`src/rtl/imm_decode_stage.sv`:
```
// Registered immediate-decode stage: classifies each instruction format, builds
// the XLEN-wide immediate and an illegal flag, and queues the result in a small
// in-order FIFO that decouples fetch from execute.
module imm_decode_stage #(
  parameter int unsigned XLEN  = 64,
  parameter int unsigned DEPTH = 2
) (
  input  logic                     clk,
  input  logic                     rst,
  input  logic                     flush,
  input  logic                     in_valid,
  output logic                     in_ready,
  input  logic [31:0]              in_instr,
  input  logic [XLEN-1:0]          in_pc,
  output logic                     out_valid,
  input  logic                     out_ready,
  output logic [31:0]              out_instr,
  output logic [XLEN-1:0]          out_pc,
  output logic [XLEN-1:0]          out_imm,
  output logic [2:0]               out_fmt,
  output logic                     out_illegal,
  output logic [$clog2(DEPTH):0]   count
);

  localparam int unsigned PTR_W = $clog2(DEPTH);
  localparam int unsigned CNT_W = PTR_W + 1;

  typedef enum logic [2:0] {
    FMT_NONE = 3'd0,
    FMT_I    = 3'd1,
    FMT_S    = 3'd2,
    FMT_B    = 3'd3,
    FMT_U    = 3'd4,
    FMT_J    = 3'd5
  } fmt_e;

  typedef struct packed {
    logic [31:0]     instr;
    logic [XLEN-1:0] pc;
    logic [XLEN-1:0] imm;
    fmt_e            fmt;
    logic            illegal;
  } entry_t;

  logic [6:0]  opcode;
  logic [2:0]  funct3;
  logic        is_shift;
  logic [63:0] imm_i, imm_s, imm_b, imm_u, imm_j;
  logic [63:0] dec_imm64;
  fmt_e        dec_fmt;
  logic        dec_illegal;
  entry_t      new_entry;

  assign opcode   = in_instr[6:0];
  assign funct3   = in_instr[14:12];
  assign is_shift = (funct3 == 3'b001) || (funct3 == 3'b101);

  // Immediates are built 64 bits wide and truncated; sign extension to 64 then
  // truncation equals sign extension to XLEN for both legal widths.
  assign imm_i = {{52{in_instr[31]}}, in_instr[31:20]};
  assign imm_s = {{52{in_instr[31]}}, in_instr[31:25], in_instr[11:7]};
  assign imm_b = {{52{in_instr[31]}}, in_instr[7], in_instr[30:25], in_instr[11:8], 1'b0};
  assign imm_u = {{32{in_instr[31]}}, in_instr[31:12], 12'b0};
  assign imm_j = {{44{in_instr[31]}}, in_instr[19:12], in_instr[20], in_instr[30:21], 1'b0};

  // Format classification, immediate selection and legality check of the input word
  always_comb begin
    dec_fmt     = FMT_NONE;
    dec_imm64   = '0;
    dec_illegal = 1'b0;
    if (in_instr[1:0] != 2'b11) begin
      dec_illegal = 1'b1;
    end else begin
      unique case (opcode)
        7'b0010011: begin
          dec_fmt = FMT_I;
          if (is_shift) begin
            if (XLEN == 64) begin
              dec_imm64 = {58'b0, in_instr[25:20]};
            end else begin
              dec_imm64   = {59'b0, in_instr[24:20]};
              dec_illegal = in_instr[25];
            end
          end else begin
            dec_imm64 = imm_i;
          end
        end
        7'b0000011, 7'b1100111, 7'b1110011: begin
          dec_fmt   = FMT_I;
          dec_imm64 = imm_i;
        end
        7'b0011011: begin
          if (XLEN == 64) begin
            dec_fmt = FMT_I;
            if (is_shift) begin
              dec_imm64   = {59'b0, in_instr[24:20]};
              dec_illegal = in_instr[25];
            end else begin
              dec_imm64 = imm_i;
            end
          end else begin
            dec_illegal = 1'b1;
          end
        end
        7'b0100011: begin
          dec_fmt   = FMT_S;
          dec_imm64 = imm_s;
        end
        7'b1100011: begin
          dec_fmt   = FMT_B;
          dec_imm64 = imm_b;
        end
        7'b0110111, 7'b0010111: begin
          dec_fmt   = FMT_U;
          dec_imm64 = imm_u;
        end
        7'b1101111: begin
          dec_fmt   = FMT_J;
          dec_imm64 = imm_j;
        end
        7'b0110011: begin
          dec_fmt = FMT_NONE;
        end
        7'b0111011: begin
          dec_illegal = (XLEN != 64);
        end
        default: begin
          dec_illegal = 1'b1;
        end
      endcase
    end
    if (dec_illegal) begin
      dec_fmt   = FMT_NONE;
      dec_imm64 = '0;
    end
  end

  // Pack the decoded result into a FIFO entry
  always_comb begin
    new_entry         = '0;
    new_entry.instr   = in_instr;
    new_entry.pc      = in_pc;
    new_entry.imm     = dec_imm64[XLEN-1:0];
    new_entry.fmt     = dec_fmt;
    new_entry.illegal = dec_illegal;
  end

  logic [PTR_W-1:0] rd_ptr_q, rd_ptr_d;
  logic [PTR_W-1:0] wr_ptr_q, wr_ptr_d;
  logic [CNT_W-1:0] count_q, count_d;
  entry_t           mem_q [DEPTH];
  entry_t           mem_d [DEPTH];
  logic             push, pop;
  entry_t           head;

  assign in_ready  = (count_q < CNT_W'(DEPTH));
  assign out_valid = (count_q != '0);
  assign push      = in_valid && in_ready;
  assign pop       = out_valid && out_ready;
  assign head      = mem_q[rd_ptr_q];

  // FIFO next state; flush discards everything including a same-cycle push
  always_comb begin
    mem_d    = mem_q;
    rd_ptr_d = rd_ptr_q;
    wr_ptr_d = wr_ptr_q;
    count_d  = count_q;
    if (flush) begin
      rd_ptr_d = '0;
      wr_ptr_d = '0;
      count_d  = '0;
    end else begin
      if (push) begin
        mem_d[wr_ptr_q] = new_entry;
        wr_ptr_d        = wr_ptr_q + PTR_W'(1);
      end
      if (pop) begin
        rd_ptr_d = rd_ptr_q + PTR_W'(1);
      end
      count_d = count_q + CNT_W'(push) - CNT_W'(pop);
    end
  end

  // FIFO state register with synchronous reset
  always_ff @(posedge clk) begin
    if (rst) begin
      rd_ptr_q <= '0;
      wr_ptr_q <= '0;
      count_q  <= '0;
      for (int unsigned i = 0; i < DEPTH; i++) begin
        mem_q[i] <= '0;
      end
    end else begin
      rd_ptr_q <= rd_ptr_d;
      wr_ptr_q <= wr_ptr_d;
      count_q  <= count_d;
      mem_q    <= mem_d;
    end
  end

  // Head payload, forced to zero whenever nothing is valid
  always_comb begin
    out_instr   = '0;
    out_pc      = '0;
    out_imm     = '0;
    out_fmt     = '0;
    out_illegal = 1'b0;
    if (out_valid) begin
      out_instr   = head.instr;
      out_pc      = head.pc;
      out_imm     = head.imm;
      out_fmt     = head.fmt;
      out_illegal = head.illegal;
    end
  end

  assign count = count_q;

endmodule

```
`config.mk`:
```
export PLATFORM = sky130hd
export DESIGN_NAME = imm_decode_stage
export DESIGN_NICKNAME = d
export VERILOG_FILES = /design/src/rtl/imm_decode_stage.sv
export SDC_FILE = /design/constraint.sdc
export NUM_CORES = 1
export LEC_CHECK = 0
export CAP_MARGIN = 0
export CORE_MARGIN = 3
export CORE_UTILIZATION = 51
export CTS_CLUSTER_SIZE = 40
export DETAILED_ROUTE_END_ITERATION = 12
export PLACE_DENSITY = 0.81
export SYNTH_ARGS = -nofsm -noshare
export SYNTH_HDL_FRONTEND = slang
export SYNTH_SLANG_ARGS = --single-unit
```
`constraint.sdc`:
```
create_clock -name clk -period 4 [get_ports clk]
set_input_delay 1 -clock clk [delete_from_list [all_inputs] [get_ports clk]]
set_output_delay 1 -clock clk [all_outputs]
set_load 0.005 [all_outputs]
```
==> impl_metrics.toml <==
[floorplan]
initial_core_util = 0.528
chipHeight_um = 161
placementRows = 55
die-area_um2 = 25800
die_w_um = 161
io_count = 269
core_region_area_um2 = 23100

[cts]
tritoncts_num_sinks = 268
postCtsSetupRepairBufs = 0
cts_resized = 0
root_buffer = "clkbuf_16"
h-tree-depth = 1
tritoncts = "yes"
cts-hold-fix-buffers = 0
max_root_sink_buffers = 3
tritoncts.num_buffers = 28
clock_transition_at_the_registers_of_the_reported_paths_ns = 0.06
clk-insertion-delay-late_ns = 0.53

[setup_path]
setup.worst_path.start_class = "flip-flop"
end_kind = "output port"
worstSetupPathType = "flip-flop to output port"
cp.required_ns = 3.00
crit_fanout = 20
worst-endpoint-arrival_ns = 2.34

[synthesis]
yosys_warnings = 0
ys_dominant_reg_cell = "dfxtp_1"
netlist-cell-type-count = 55
synth_largest_type_area_fraction = 0.440
post-synth-top-count-cell = "nand2_1"
synth_seq_cells = 268
synthDominantAreaCellType = "dfxtp_1"
ys_top_cells_by_count = "nand2_1 (436), dfxtp_1 (268), a21oi_1 (200)"
synth-edff-count = 0
syn-cell-area_um2 = 12200
synth.net_count = 1655
post_synth_inst_count = 1552
synth_sequential_area_ratio = 0.440
synth-async-reset-ratio = 0
avgSynthCellArea_um2 = 7.85
synth_top_cells_by_area = "dfxtp_1 (44%), nand2_1 (13%), mux2i_1 (11%), a21oi_1 (8.2%), nor2_1 (5.8%)"

[routing]
vias = 11168
drt_first_iter_violations = 936
drt_pre_antenna_iters = 8
viasPerCell = 5.45
final_antenna_net_count = 0
wl_per_cell_um = 16.8
postRouteWirelength_um = 34400
drc = 0

[global_route]
maximum_number_of_pins_on_one_net_before_global_route_repair = 136
grt.overflow.total = 0
first_global_vias = 10814
initial_antenna_violation_count = 0
grt_usage = 0.254
first_pass_grt_wire_length_um = 55400

[job]
drv.max_cap_violation_count = 0

[cells_and_area]
filler_cell_count = 1876
finish.cell_count_without_fillers = 2050
nets = 1818
drive_above_1_share = 0.0599
syn_to_final_growth_pct = 29.7
antenna_cells_inserted = 0
final_core_util = 0.686

[sta]
period_minus_slack_ns = 3.34
rsz0062_at_grt = "no"
maxSlewHeadroom = 0.384
worst_slew_pin_slew_ns = 0.924
layout_worst_path_cycle_share = 0.834
fmaxAchievable_mhz = 300
final-setup-viol-count = 0
drv_slew = 0
report.final.hold_viol_count = 0
setup_tns_ns = 0
worst_clock_skew_on_the_final_layout_ns = 0.00920

[outcome]
status = "finished, final reports clean"

[power_and_ir_drop]
irDropWorstVdd_mv = 0.402
power_per_cell_area_nw_per_um2 = 395
leakage_nw = 5.03

[placed_design]
place_congestion = 0.916
dp.cells = 1998
placement.io_buffers = 268
place.detailed.hpwl_um = 22100

[min_path]
worstHoldPathType = "flip-flop to flip-flop"
## routing by layer
metal	global-route usage	vias to the layer above	share of wire
li1	-	5456	-
met1	0.316	5266	0.42
met2	0.442	376	0.48
met3	0.0493	70	0.065
met4	0.0836	0	0.031
met5	0	-	0
## logic make-up after synthesis
logic type,after synthesis,share of synthesized area
DFF,268,0.440
buffers and inverters,167,0.0681
adders and majority gates,3,0.00288
muxes,132,0.108
AOI/OAI and AO/OA,293,0.147
xor gates and xnor gates,4,0.00288
and+or+nand+nor,685,0.230
## worst paths after layout
path / startpoint / to / slack, ns / cells after the start
hold / removal: mem_q[9] / mem_q[9] / 0.45 / 2
hold reg to reg: mem_q[9] / mem_q[9] / 0.45 / 2
setup / recovery: rd_ptr_q / out_illegal / 0.66 / 4
setup reg to reg: count[1] / count[1] / 1.75 / 10
## flip-flops by register name (all words and copies together), names as in the netlist
name,count
mem_q,264
count,2
rd_ptr_q,1
wr_ptr_q,1
## report_power, final
group | internal, mW | total, mW | switching (mW) | leakage, nW
Clock | 1.72 | 2.78 | 1.06 | 0.486
Combinational | 0.285 | 0.665 | 0.380 | 2.37
Sequential | 2.76 | 2.80 | 0.0459 | 2.18
## layout by cell type (no fill, tap or decap), types with 3 or more instances in the layout
cell type / instances
inv_1: 6
a21oi_1: 200
o21ai_0: 16
nand3b_1: 18
a311oi_2: 9
and2_1: 3
buf_4: 17
clkdlybuf4s50_1: 267
buf_12: 9
o31ai_1: 5
nor3b_1: 3
dfxtp_1: 267
nor3_1: 7
a22o_1: 10
o211ai_1: 4
a311oi_1: 14
nand2_1: 435
clkbuf_8: 5
nand3_1: 3
nor2_1: 185
clkinv_2: 6
nor2_2: 4
nand2b_1: 3
nor2b_1: 4
nand4_1: 3
xnor2_1: 3
bufinv_16: 5
a211oi_1: 19
clkbuf_1: 4
clkbuf_16: 29
clkinvlp_4: 4
mux2i_1: 132
## layout make-up
class / instances / area (µm²) / area share
Multi-Input combinational cell: 1117 / 6020 / 0.381
Sequential cell: 268 / 5370 / 0.340
Timing Repair Buffer: 294 / 2990 / 0.189
Clock buffer: 37 / 796 / 0.0504
Tap cell: 313 / 392 / 0.0248
Clock inverter: 15 / 210 / 0.0133
Inverter: 6 / 22.5 / 0.00143
## metrics by stage
stage	power, mW	worst slack (ns)	hold slack [ns]	instance area, µm²
CTS	6.28	0.658	0.450	15800
finish	6.25	0.663	0.448	15800
floorplan	3.23	0.561	0.424	12200
detailed placement	3.52	0.488	0.442	14800
global route	6.46	0.550	0.466	15800
global placement	3.50	0.622	0.437	14800
## worst max-delay path, cell delays in order, from the launching register on
cell,delay [ns]
dfxtp_4,0.54
buf_4,0.42
mux2i_1,0.13
nor2_1,0.16
clkdlybuf4s50_1,0.55
Power figures use the tool's default switching activity.
==> patch 1, RTL diff (same settings) <==
Reset style: asynchronous (`rst`), changed in one clocked block. Comments in the files are not updated.
--- a/src/rtl/imm_decode_stage.sv
+++ b/src/rtl/imm_decode_stage.sv
@@ -184,3 +184,3 @@
   // FIFO state register with synchronous reset
-  always_ff @(posedge clk) begin
+  always_ff @(posedge clk or posedge rst) begin
     if (rst) begin
Behaviour: not the same (a bounded check fails within 4 cycles, from zero or initial values and one cycle with rst high; the reset may be asserted at any time).
==> patch 1 against the original RTL <==
Synthesized area grew 4.2%; wire length shrank 0.47%; cell area grew 4.3%; worst setup slack lost 260 ps; via count shrank 3.6%; non-clock buffer count is the same; clock skew grew 4.3 ps; sequential cell count is the same; highest routed layer unchanged.
Power is not compared: it rests on default switching activity, and its combinational part moved more than twofold at a synthesized area within 25%.
==> patch 1: results (changes against the original RTL) <==
Synth Area in Compound Gates 5.31% (-9.4 points); GPL Wtd Cong 0.905 (-1.3%); met3 usage 5.12% (+0.19 points); DP HPWL 21800 um (-1.2%); Vias/cell 5.33 (-2.2%); outcome completed; share of cells above drive strength 1 4.89% (-1.1 points); Top FF cell, synth dfrtp_1; Initial DRC Count 948 (+1.3%); Mapped Cells 1482 (-4.5%); Cells after DPL 1970 (-1.4%); multiplexer area fraction after synthesis 10.5% (-0.35 points); Arr. time, crit path 2600 ps (+260 ps); met1 Track Usage GR 34.1% (+2.5 points); clock-pin slew on the worst setup and hold paths 60 ps (about the same); filler instances 1946 (+3.7%); DP Area 0.0155 mm2 (+4.9%); drt wl/cell 16.9 um (+0.96%); routed wire length on met2 16000 um (-4.3%); M1 WL 14800 um (+2.3%); Post-Syn Nets 1585 (-4.2%); largest net degree at the start of global routing 113 (-17%); post-synth cell types 45 (-18%); minimum clock period 3600 ps (+259 ps); commonest cells in the netlist nand2_1, dfrtp_1, nor2_1, mux2i_1, clkbuf_1; first-pass GRT wire length 55200 um (-0.35%); CP top delay family buffers and inverters; synth top area cells dfrtp_1, nand2_1, mux2i_1; Synth Area in Adders 0.197% (-0.090 points); overall routing resource usage 25.2% (-0.22 points); Layout area overhead 29.9%; post-synthesis sequential area ratio 52.8% (+8.8 points); met3 wire len 2460 um (+10%); Clock Skew 13.5 ps (+4.32 ps); grt met2 use 40.7% (-3.5 points); Max-slew headroom 47.0% (+8.6 points); pre-CTS setup slack 424 ps (-64.1 ps); final layout net count 1779 (-2.1%); Slowest-stage cell, CP dfrtp_4; Crit path largest cell delay 710 ps (+160 ps); total vias in the final route 10800 (-3.6%); Critical Path Fanout Max 22 (+10%); Async SR Flop Fraction 100% (+100 points)
-- patch 1: changes by cell type after synthesis, moves of 6 or more --
cell,change
dfrtp_1,+268
nand2_1,+196
nor2_1,-20
o211ai_1,+21
clkbuf_1,-7
a21oi_1,-169
a211oi_1,-19
nand3b_1,-17
dfxtp_1,-268
buf_2,-31
a311oi_1,-14
a311oi_2,-9
o21ai_0,+6
buf_1,+8
-- patch 1: final timing paths --
path	start	endpoint	slack, ps	cells after the start
max	rd_ptr_q	out_instr[10]	400	4
min	mem_q[76]	mem_q[76]	470	2
max reg2reg	count[1]	mem_q[324]	1730	5
min reg2reg	mem_q[76]	mem_q[76]	470	2
max in group asynchronous	rst	mem_q[137]	2190	3
min in group asynchronous	rst	mem_q[161]	770	2
-- patch 1: final cells by class --
cell class,instances,share of cell area [%]
Tap cell,324,2.46
Multi-Input combinational cell,1079,32.6
Inverter,5,0.137
Clock inverter,6,0.637
Clock buffer,45,5.25
Sequential cell,268,40.7
Timing Repair Buffer,294,18.2
==> patch 2, RTL diff (same settings) <==
Made on the original files. The parameter `XLEN` goes from 64 to 56.
--- a/src/rtl/imm_decode_stage.sv
+++ b/src/rtl/imm_decode_stage.sv
@@ -4,3 +4,3 @@
 module imm_decode_stage #(
-  parameter int unsigned XLEN  = 64,
+  parameter int unsigned XLEN  = 56,
   parameter int unsigned DEPTH = 2
Interface: changed (resized in_pc, out_imm and out_pc); port bits go from 269 to 245. No check against the original RTL was run, so the function may have changed too.
==> patch 2 against the original RTL <==
Sequential power is 6% lower; cell area fell by 7.9%; wire length fell by 7.5%; cell count fell by 8.0%; worst setup slack got worse by 230 ps; total power is 9.2% lower; sequential cell count shrank 16; synthesized area decreased by 7.5%; largest power group unchanged; highest routed layer unchanged.
==> patch 2: results (changes against the original RTL) <==
outcome completed; drt wl/cell 16.9 um (+0.58%); synth top area cells dfxtp_1, nand2_1, mux2i_1; LEAKAGE 4.61 nW (-8.2%); Mapped Cells 1442 (-7.1%); drt first pass iters 5 (-3); # Post-CTS Setup Buffers 0 (unchanged); Cells after DPL 1842 (-7.8%); DP HPWL 20200 um (-8.5%); Critical Path Fanout Max 29 (+45%); worst skew pair latency 520 ps; overall routing resource usage 25.3% (-0.047 points); clock share of power 42.9% (-1.6 points); Async SR Flop Fraction 0% (unchanged); Comb pwr share 10.6% (about the same); Root Driver clkbuf_16; highest ir drop seen on vdd 0.324 mV (-19%); GPL Wtd Cong 0.885 (-3.5%); cells resized by post-CTS repair 0 (unchanged); Top FF cell, synth dfxtp_1; Largest Register mem_q; via count of the first global-routing pass 10000 (-7.4%); CP top delay family buffers and inverters; pre-CTS setup slack 691 ps (+203 ps); final layout net count 1691 (-7.0%); filler instances 1724 (-8.1%); largest net degree at the start of global routing 125 (-8.1%); # diodes 0 (unchanged); worst hold path type reg -> reg; share of cells above drive strength 1 5.47% (-0.52 points); Initial DRC Count 907 (-3.1%); total number of yosys warnings 0 (unchanged); Clock Skew 17.3 ps (+8.13 ps); DP Area 0.0137 mm2 (-7.4%); commonest cells in the netlist nand2_1, dfxtp_1, a21oi_1, nor2_1, mux2i_1; post-synth cell types 51 (-7.3%); Least-Margin Pin Slew 902 ps (-21.7 ps); Slowest-stage cell, CP dfxtp_4; max FFs per register 248 (-6.1%); Num CTS Buffers 27 (-3.6%); Post-Syn Nets 1537 (-7.1%); Post-synth EDFFs 0 (unchanged); H-tree levels 1 (unchanged); Crit path largest cell delay 740 ps (+190 ps); antenna viol nets, final 0 (unchanged); Vias/cell 5.55 (+1.9%); Clock Tree Buf Depth 3 (unchanged); post-synthesis sequential area ratio 44.8% (+0.75 points); switching power 1.35 mW (-9.4%); Clock net power 2.43 mW (-13%); initial antenna violation count 0 (unchanged); first-pass GRT wire length 51000 um (-8.0%); Final Util 68.1% (-0.41 points); number of port buffers 244 (-9.0%); final wirelength 31800 um (-7.5%)
patch 2: cell count changes in the layout (fill, tap and decap cells not counted), moves of 8 or more:
cell             unedited run  this run
nand2_1                   435       410
clkdlybuf4s50_1           267       243
dfxtp_1                   267       251
nand3b_1                   18         3
a311oi_1                   14         0
o21ai_0                    16         2
a211oi_1                   19        31
a211oi_2                    0        11
nand3_1                     3        13
a22o_1                     10         1
a311oi_2                    9         0
nor2_1                    185       176
a22oi_1                     0         8
mux2i_1                   132       124
patch 2: logic make-up after synthesis:
group	Yosys count	share of synthesized area [%]
AOI/OAI and AO/OA	277	14.8
xor gates and xnor gates	5	0.389
adders and majority gates	2	0.222
buffers and inverters	148	6.31
DFF	252	44.8
muxes	127	11.3
and+or+nand+nor	631	22.2
patch 2: final cells by class:
cell class / instances / area share [%]
repair buffers: 268 / 18.9
flip-flops and latches: 252 / 34.7
well taps: 275 / 2.36
clock buffers: 38 / 5.13
inverters: 5 / 0.129
multi-input cells: 1042 / 38.1
clock inverters: 5 / 0.714
patch 2: worst paths after layout:
path | startpoint | endpoint | slack (ps) | cells after the start
worst max-delay path | rd_ptr_q | out_imm[11] | 430 | 4
worst min-delay path | mem_q[143] | mem_q[143] | 450 | 2
worst max register to register | count[1] | count[1] | 1470 | 10
worst min register to register | mem_q[143] | mem_q[143] | 450 | 2
patch 2: metal layers:
layer | share of wire [%] | global-route usage, % | vias to the layer above
met5 | 0 | 0 | -
met4 | 2.7 | 7.06 | 0
met3 | 6.9 | 4.09 | 58
met2 | 47 | 41.6 | 416
met1 | 44 | 34.7 | 4925
li1 | - | - | 5069
patch 2: worst min-delay path, cell delays in order (launching register included):
cell and delay [ps]:
dfxtp_1 300, nand2_1 50, a21oi_1 50
